[src/rtl/md_pkg.sv]
`default_nettype none
// ============================================================================
// Package : md_pkg
// Brief   : Op encodings, FSM state type and op-decode helpers shared by the
//           multiply/divide unit and its iterative divider.
// Rev     : 1.0 - initial release
// ============================================================================
package md_pkg;

  typedef logic [2:0] md_op_t;

  localparam md_op_t MD_MULT  = 3'b000;
  localparam md_op_t MD_MULTU = 3'b001;
  localparam md_op_t MD_DIV   = 3'b010;
  localparam md_op_t MD_DIVU  = 3'b011;
  localparam md_op_t MD_MADD  = 3'b100;
  localparam md_op_t MD_MADDU = 3'b101;
  localparam md_op_t MD_MSUB  = 3'b110;
  localparam md_op_t MD_MSUBU = 3'b111;

  typedef enum logic [1:0] {
    ST_IDLE = 2'd0,
    ST_MUL  = 2'd1,
    ST_DIV  = 2'd2,
    ST_FIX  = 2'd3
  } md_state_e;

  // DIV/DIVU go to the bit-serial divider; everything else is multiply-class
  function automatic logic is_div(input md_op_t op);
    return (op == MD_DIV) || (op == MD_DIVU);
  endfunction

  // Two's-complement interpretation of the operands
  function automatic logic is_signed(input md_op_t op);
    return (op == MD_MULT) || (op == MD_DIV) || (op == MD_MADD) || (op == MD_MSUB);
  endfunction

  // Result is folded into the current {HI,LO} rather than replacing it
  function automatic logic is_acc(input md_op_t op);
    return (op == MD_MADD) || (op == MD_MADDU) || (op == MD_MSUB) || (op == MD_MSUBU);
  endfunction

  // Accumulate direction is subtract
  function automatic logic is_sub(input md_op_t op);
    return (op == MD_MSUB) || (op == MD_MSUBU);
  endfunction

endpackage

`default_nettype wire

[src/rtl/md_div_iter.sv]
`default_nettype none
// ============================================================================
// Module : md_div_iter
// Brief  : Restoring bit-serial divider on unsigned magnitudes. One quotient
//          bit per clock; WIDTH iterations after go. Results hold until the
//          next go or cancel.
// Rev    : 1.0 - initial release
// ============================================================================
module md_div_iter #(
  parameter int WIDTH = 32
) (
  input  logic             clk,
  input  logic             reset_n,
  input  logic             go_i,
  input  logic             cancel_i,
  input  logic [WIDTH-1:0] dividend_i,
  input  logic [WIDTH-1:0] divisor_i,
  output logic             last_o,
  output logic             valid_o,
  output logic [WIDTH-1:0] quot_o,
  output logic [WIDTH-1:0] rem_o
);

  localparam int               CNT_W    = $clog2(WIDTH);
  localparam logic [CNT_W-1:0] CNT_LAST = CNT_W'(WIDTH - 1);

  logic             run_q;
  logic             valid_q;
  logic [CNT_W-1:0] cnt_q;
  logic [WIDTH-1:0] dvs_q;
  logic [WIDTH-1:0] quo_q;   // dividend shifts out the top, quotient bits shift in
  logic [WIDTH-1:0] rem_q;

  logic [WIDTH:0]   rem_shift;
  logic             qbit;
  logic [WIDTH-1:0] rem_d;

  // One restoring step: bring in the next dividend bit, subtract if it fits.
  // When it fits the true difference is below the divisor, so a WIDTH-bit
  // subtraction is exact.
  always_comb begin
    rem_shift = {rem_q, quo_q[WIDTH-1]};
    qbit      = (rem_shift >= {1'b0, dvs_q});
    rem_d     = qbit ? (rem_shift[WIDTH-1:0] - dvs_q) : rem_shift[WIDTH-1:0];
  end

  // Load on go, iterate while running, flag valid after the final step
  always_ff @(posedge clk or negedge reset_n) begin
    if (!reset_n) begin
      run_q   <= 1'b0;
      valid_q <= 1'b0;
      cnt_q   <= '0;
      dvs_q   <= '0;
      quo_q   <= '0;
      rem_q   <= '0;
    end else if (cancel_i) begin
      run_q   <= 1'b0;
      valid_q <= 1'b0;
    end else if (go_i) begin
      run_q   <= 1'b1;
      valid_q <= 1'b0;
      cnt_q   <= '0;
      dvs_q   <= divisor_i;
      quo_q   <= dividend_i;
      rem_q   <= '0;
    end else if (run_q) begin
      quo_q <= {quo_q[WIDTH-2:0], qbit};
      rem_q <= rem_d;
      cnt_q <= cnt_q + CNT_W'(1);
      if (cnt_q == CNT_LAST) begin
        run_q   <= 1'b0;
        valid_q <= 1'b1;
      end
    end
  end

  assign last_o  = run_q && (cnt_q == CNT_LAST);
  assign valid_o = valid_q;
  assign quot_o  = quo_q;
  assign rem_o   = rem_q;

endmodule

`default_nettype wire

[src/rtl/md_unit_param.sv]
`default_nettype none
// ============================================================================
// Module : md_unit_param
// Brief  : Multi-cycle multiply / multiply-accumulate / divide unit owning the
//          HI/LO pair. Fixed-latency multiply, bit-serial divide with a sign
//          fixup cycle, done pulse and cancel for pipeline flush.
// Rev    : 1.0 - initial release
// ============================================================================
module md_unit_param
  import md_pkg::*;
#(
  parameter int WIDTH       = 32,
  parameter int MULT_CYCLES = 5
) (
  input  logic             clk,
  input  logic             reset_n,
  input  logic [WIDTH-1:0] a,
  input  logic [WIDTH-1:0] b,
  input  logic [2:0]       op,
  input  logic             start,
  input  logic             mthi,
  input  logic             mtlo,
  input  logic             cancel,
  output logic             busy,
  output logic             done,
  output logic [WIDTH-1:0] hi,
  output logic [WIDTH-1:0] lo
);

  localparam int               DW       = 2 * WIDTH;
  localparam int               CNT_W    = (MULT_CYCLES > 1) ? $clog2(MULT_CYCLES) : 1;
  localparam logic [CNT_W-1:0] MUL_LAST = CNT_W'(MULT_CYCLES - 1);

  md_state_e        state_q, state_d;
  logic [CNT_W-1:0] mul_cnt_q;
  logic [WIDTH-1:0] a_q, b_q;
  md_op_t           op_q;
  logic [WIDTH-1:0] hi_q, lo_q;
  logic             done_q;

  logic             busy_c;
  logic             launch;
  logic             div_go;
  logic             mul_commit;
  logic             div_commit;

  logic [WIDTH-1:0] dvd_mag, dvs_mag;
  logic             div_last, div_valid;
  logic [WIDTH-1:0] div_quot, div_rem;

  logic [DW-1:0]    mul_a_ext, mul_b_ext, product, acc, mul_res;
  logic             q_neg, r_neg;
  logic [WIDTH-1:0] div_hi, div_lo;

  // FSM state register
  always_ff @(posedge clk or negedge reset_n) begin
    if (!reset_n) state_q <= ST_IDLE;
    else          state_q <= state_d;
  end

  // FSM next state; cancel returns any active state to IDLE
  always_comb begin
    state_d = state_q;
    case (state_q)
      ST_IDLE: if (start && !cancel) state_d = is_div(op) ? ST_DIV : ST_MUL;
      ST_MUL:  if (cancel || (mul_cnt_q == MUL_LAST)) state_d = ST_IDLE;
      ST_DIV:  if (cancel) state_d = ST_IDLE;
               else if (div_last) state_d = ST_FIX;
      ST_FIX:  state_d = ST_IDLE;
      default: state_d = ST_IDLE;
    endcase
  end

  // FSM outputs: busy, launch and commit strobes
  always_comb begin
    busy_c     = (state_q != ST_IDLE);
    launch     = (state_q == ST_IDLE) && start && !cancel;
    div_go     = launch && is_div(op);
    mul_commit = (state_q == ST_MUL) && !cancel && (mul_cnt_q == MUL_LAST);
    div_commit = (state_q == ST_FIX) && !cancel && div_valid;
  end

  // Operand capture at launch and multiply busy-cycle counter
  always_ff @(posedge clk or negedge reset_n) begin
    if (!reset_n) begin
      a_q       <= '0;
      b_q       <= '0;
      op_q      <= MD_MULT;
      mul_cnt_q <= '0;
    end else if (launch) begin
      a_q       <= a;
      b_q       <= b;
      op_q      <= op;
      mul_cnt_q <= '0;
    end else if (state_q == ST_MUL) begin
      mul_cnt_q <= mul_cnt_q + CNT_W'(1);
    end
  end

  // Unsigned magnitudes handed to the divider at launch
  always_comb begin
    dvd_mag = a;
    dvs_mag = b;
    if (is_signed(op)) begin
      if (a[WIDTH-1]) dvd_mag = -a;
      if (b[WIDTH-1]) dvs_mag = -b;
    end
  end

  md_div_iter #(
    .WIDTH (WIDTH)
  ) u_div (
    .clk        (clk),
    .reset_n    (reset_n),
    .go_i       (div_go),
    .cancel_i   (cancel),
    .dividend_i (dvd_mag),
    .divisor_i  (dvs_mag),
    .last_o     (div_last),
    .valid_o    (div_valid),
    .quot_o     (div_quot),
    .rem_o      (div_rem)
  );

  // Product from captured operands; accumulate against HI/LO as they stand
  // at completion so an mthi/mtlo issued alongside the launch is included
  always_comb begin
    mul_a_ext = is_signed(op_q) ? {{WIDTH{a_q[WIDTH-1]}}, a_q} : {{WIDTH{1'b0}}, a_q};
    mul_b_ext = is_signed(op_q) ? {{WIDTH{b_q[WIDTH-1]}}, b_q} : {{WIDTH{1'b0}}, b_q};
    product   = mul_a_ext * mul_b_ext;
    acc       = {hi_q, lo_q};
    if (!is_acc(op_q))     mul_res = product;
    else if (is_sub(op_q)) mul_res = acc - product;
    else                   mul_res = acc + product;
  end

  // Divide sign fixup; divide-by-zero bypasses the magnitudes entirely.
  // min/-1 needs no special case: the negated magnitude wraps back to min.
  always_comb begin
    q_neg = is_signed(op_q) && (a_q[WIDTH-1] != b_q[WIDTH-1]);
    r_neg = is_signed(op_q) && a_q[WIDTH-1];
    if (b_q == '0) begin
      div_lo = '1;
      div_hi = a_q;
    end else begin
      div_lo = q_neg ? -div_quot : div_quot;
      div_hi = r_neg ? -div_rem  : div_rem;
    end
  end

  // HI/LO: op results at completion, direct writes only while idle
  always_ff @(posedge clk or negedge reset_n) begin
    if (!reset_n) begin
      hi_q <= '0;
      lo_q <= '0;
    end else if (mul_commit) begin
      {hi_q, lo_q} <= mul_res;
    end else if (div_commit) begin
      hi_q <= div_hi;
      lo_q <= div_lo;
    end else if (!busy_c) begin
      if (mthi) hi_q <= a;
      if (mtlo) lo_q <= a;
    end
  end

  // Done pulse coincides with the edge that writes the result
  always_ff @(posedge clk or negedge reset_n) begin
    if (!reset_n) done_q <= 1'b0;
    else          done_q <= mul_commit || div_commit;
  end

  assign busy = busy_c;
  assign done = done_q;
  assign hi   = hi_q;
  assign lo   = lo_q;

endmodule

`default_nettype wire
[config.mk]
export PLATFORM = sky130hd
export DESIGN_NAME = md_unit_param
export DESIGN_NICKNAME = d
export VERILOG_FILES = /design/src/rtl/md_pkg.sv /design/src/rtl/md_div_iter.sv /design/src/rtl/md_unit_param.sv
export SDC_FILE = /design/constraint.sdc
export NUM_CORES = 2
export LEC_CHECK = 0
export CORE_UTILIZATION = 64
export DETAILED_ROUTE_END_ITERATION = 16
export PLACE_DENSITY = 0.82
export SLEW_MARGIN = 20
export SYNTH_ARGS = -nofsm -noshare
export SYNTH_HDL_FRONTEND = slang
export SYNTH_SLANG_ARGS = --single-unit
[constraint.sdc]
create_clock -name clk -period 20.8 [get_ports clk]
set_input_delay 2.08 -clock clk [delete_from_list [all_inputs] [get_ports clk]]
set_output_delay 2.08 -clock clk [all_outputs]
set_load 0.1 [all_outputs]
==> insert_results.sql <==
INSERT INTO impl_metrics (metric_group, metric, value, unit) VALUES
('worst_setup_path', 'path_class', 'flip-flop to flip-flop', ''),
('logic_synthesis', 'share_of_synthesized_flip_flops_with_an_asynchronous_set_or_reset', '1.00', ''),
('clock_tree', 'cts_inserted_buffers', '29', ''),
('clock_tree', 'clk_latency', '600', 'ps'),
('logic_synthesis', 'synthesis.area_per_instance', '8.80', 'µm²'),
('worst_setup_path', 'required', '21300', 'ps'),
('global_route', 'initial_antenna_violation_count', '7', ''),
('global_route', 'track_usage', '0.409', ''),
('timing', 'final-max-slew-violation-count', '0', ''),
('min_path', 'worst_hold_path_type', 'flip-flop to flip-flop', ''),
('worst_setup_path', 'worst-endpoint-arrival', '14610', 'ps'),
('cells_and_area', 'finish.utilization', '0.678', ''),
('place', 'final_wtd_congestion', '1.05', ''),
('worst_setup_path', 'worstSetupEndpointType', 'flip-flop', ''),
('clock_tree', 'cts.path.max_buffers', '3', ''),
('floorplan', 'width_of_the_chip', '331', 'µm'),
('timing', 'totalNegativeSetupSlack', '0', 'ps'),
('logic_synthesis', 'synth.largest_area_cell', 'fa_1', ''),
('timing', 'final-hold-violation-count', '0', ''),
('floorplan', 'die_y', '331', 'µm'),
('clock_tree', 'clk_root_buffer_cell', 'clkbuf_16', ''),
('timing', 'fin_crit_sh', '0.678', ''),
('worst_setup_path', 'crit_path_top_delay_cell', 'nor4_1', ''),
('timing', 'final-setup-viol-count', '0', ''),
('cells_and_area', 'drive_gt1_frac', '0.0379', ''),
('logic_synthesis', 'synth_area_leaders', 'fa_1 41%, inv_1 8.7%, dfrtp_1 8.6%', ''),
('worst_setup_path', 'r2r-end', 'hi[29]$_DFFE_PN0P_', ''),
('floorplan', 'fp.coreArea', '107000', 'µm²'),
('floorplan', 'design.die.area', '110000', 'µm²'),
('worst_setup_path', 'worst_r2r_startpoint', 'b_q[31]$_DFFE_PN0P_', ''),
('timing', 'period_needed', '14110', 'ps'),
('worst_setup_path', 'crit_path_max_fanout', '32', ''),
('clock_tree', 'holdBufCountCts', '0', ''),
('cells_and_area', 'layout.filler_cells', '8523', ''),
('worst_setup_path', 'reg2regPathDepth', '46', ''),
('timing', 'worst_clock_skew', '19.0', 'ps'),
('routing', 'avgViaCountPerCell', '6.13', ''),
('floorplan', 'io-pin-count', '139', ''),
('routing', 'drc', '0', ''),
('worst_setup_path', 'crit_end', 'hi[29]$_DFFE_PN0P_', ''),
('place', 'post_dp_hpwl', '176000', 'µm'),
('logic_synthesis', 'synth_edf_count', '0', ''),
('worst_setup_path', 'cp_common_cell', 'fa_1', ''),
('cells_and_area', 'layout.cells.most_common_list', '1,612 x inv_1, 1,435 x fa_1, 896 x nand2_1', ''),
('logic_synthesis', 'yosysTopAreaCellShare', '0.414', ''),
('timing', 'unrepaired_setup_endpoints_after_global_routing', 'no', ''),
('clock_tree', 'post-cts-setup-buffers', '0', ''),
('clock_tree', 'tritoncts_clock_tree', 'done', ''),
('global_route', 'first_pass_grt_wire_length', '343000', 'µm'),
('clock_tree', 'clock-sinks', '240', ''),
('cells_and_area', 'area_delta_synth_final', '4.84', '%'),
('routing', 'via_count', '56100', ''),
('logic_synthesis', 'synthesis.nets', '9803', ''),
('place', 'dpl_worst_slack', '7050', 'ps'),
('routing', 'residual_antenna_violating_net_count_after_detailed_routing', '0', ''),
('global_route', 'first_global_vias', '59200', ''),
('job', 'max-cap-violations', '0', ''),
('clock_tree', 'h_tree_levels', '1', ''),
('floorplan', 'floorplan.rows', '120', ''),
('logic_synthesis', 'netlist_instances', '7891', ''),
('worst_setup_path', 'r2r_setup_slack', '6690', 'ps'),
('cells_and_area', 'area.sequential', '6020', 'µm²'),
('cells_and_area', 'fin_cells', '9156', ''),
('status', 'status', 'finished, final reports clean', ''),
('place', 'dp_cells', '9099', ''),
('worst_setup_path', 'crit_path_start_kind', 'flip-flop', ''),
('timing', 'final.setup.worst_slack', '6690', 'ps'),
('global_route', 'pin_count_of_the_biggest_net_entering_global_routing', '123', ''),
('routing', 'wl_per_cell', '23.9', 'µm'),
('logic_synthesis', 'synth_sequential_area_ratio', '0.0865', ''),
('logic_synthesis', 'synth-warning-count', '0', '');
[cell families after synthesis]
logic type               after synthesis  share of synthesized area
AND/OR/NAND/NOR                     2222                      0.156
buffers and inverters               2032                      0.110
adder cells (fa/ha/maj)             1840                      0.487
AO/OA/AOI/OAI                       1097                     0.0998
XOR/XNOR                             356                     0.0450
flip-flops                           240                     0.0865
multiplexers                         104                     0.0164
[metrics by stage]
step | instance area, µm² | hold WS, ps
3_3_place_gp | 71700 | 463
2_1_floorplan | 69400 | 450
6_report | 72800 | 482
5_1_grt | 72800 | 508
3_5_place_dp | 71800 | 471
4_1_cts | 72800 | 485
[how the worst min path moves through the flow]
stage                                      startpoint                     endpoint  slack, ps  cells after the start
after CTS                 u_div.dvs_q[20]$_DFFE_PN0P_  u_div.dvs_q[20]$_DFFE_PN0P_        480                      2
final                     u_div.dvs_q[18]$_DFFE_PN0P_  u_div.dvs_q[18]$_DFFE_PN0P_        480                      2
after global routing      u_div.dvs_q[10]$_DFFE_PN0P_  u_div.dvs_q[10]$_DFFE_PN0P_        510                      2
after floorplan           u_div.dvs_q[10]$_DFFE_PN0P_  u_div.dvs_q[10]$_DFFE_PN0P_        450                      2
after detailed placement  u_div.dvs_q[28]$_DFFE_PN0P_  u_div.dvs_q[28]$_DFFE_PN0P_        470                      2
after global placement    u_div.dvs_q[30]$_DFFE_PN0P_  u_div.dvs_q[30]$_DFFE_PN0P_        460                      2
[critical path, delay by kind of cell, from the launching register on]
family | cells | cell delay, ps
flip-flops | 1 | 760
buffers and inverters | 9 | 1250
AND/OR/NAND/NOR | 9 | 3310
AO/OA/AOI/OAI | 13 | 2150
adder cells (fa/ha/maj) | 12 | 5860
XOR/XNOR | 3 | 630
[sequential cells by signal (all words and copies together) (netlist names)]
signal and flops:
mul_cnt_q 3, lo 32, u_div.dvs_q 32, hi 32, u_div.run_q 1, a_q 32
u_div.cnt_q 5, b_q 32, u_div.quot_o 32, state_q 2, op_q 3, u_div.rem_o 32
done 1, u_div.valid_o 1
[routing by layer]
metal	GRT usage	vias up	wire length, µm
li1	-	24100	-
met1	0.535	28100	81500
met2	0.643	3053	100000
met5	0	-	69
met4	0.237	6	15900
met3	0.0762	813	21400
[cell usage after synthesis, types with 61 or more instances]
cell type / count
inv_1: 1612
fa_1: 1435
nand2_1: 897
and2_1: 562
ha_1: 404
clkbuf_1: 396
nor2_1: 331
a21oi_1: 318
dfrtp_1: 240
o21ai_0: 237
xnor2_1: 215
xor2_1: 140
a31oi_1: 85
a21o_1: 83
nor3_1: 81
mux2_2: 79
a211oi_1: 65
nand3_1: 61
[area by class of cell]
| class | count | share of cell area |
|---|---|---|
| tap | 1403 | 0.0241 |
| sequential | 240 | 0.0828 |
| antenna | 2 | 0.0000687 |
| timing repair buffer | 226 | 0.0287 |
| clock inverter | 17 | 0.00297 |
| inverter | 1612 | 0.0831 |
| clock buffer | 37 | 0.0108 |
| multi-input combinational | 5619 | 0.767 |
Power is left out: the tool's default activity adds up to more than one toggle a clock period on the data nets, which glitch-free logic cannot reach.
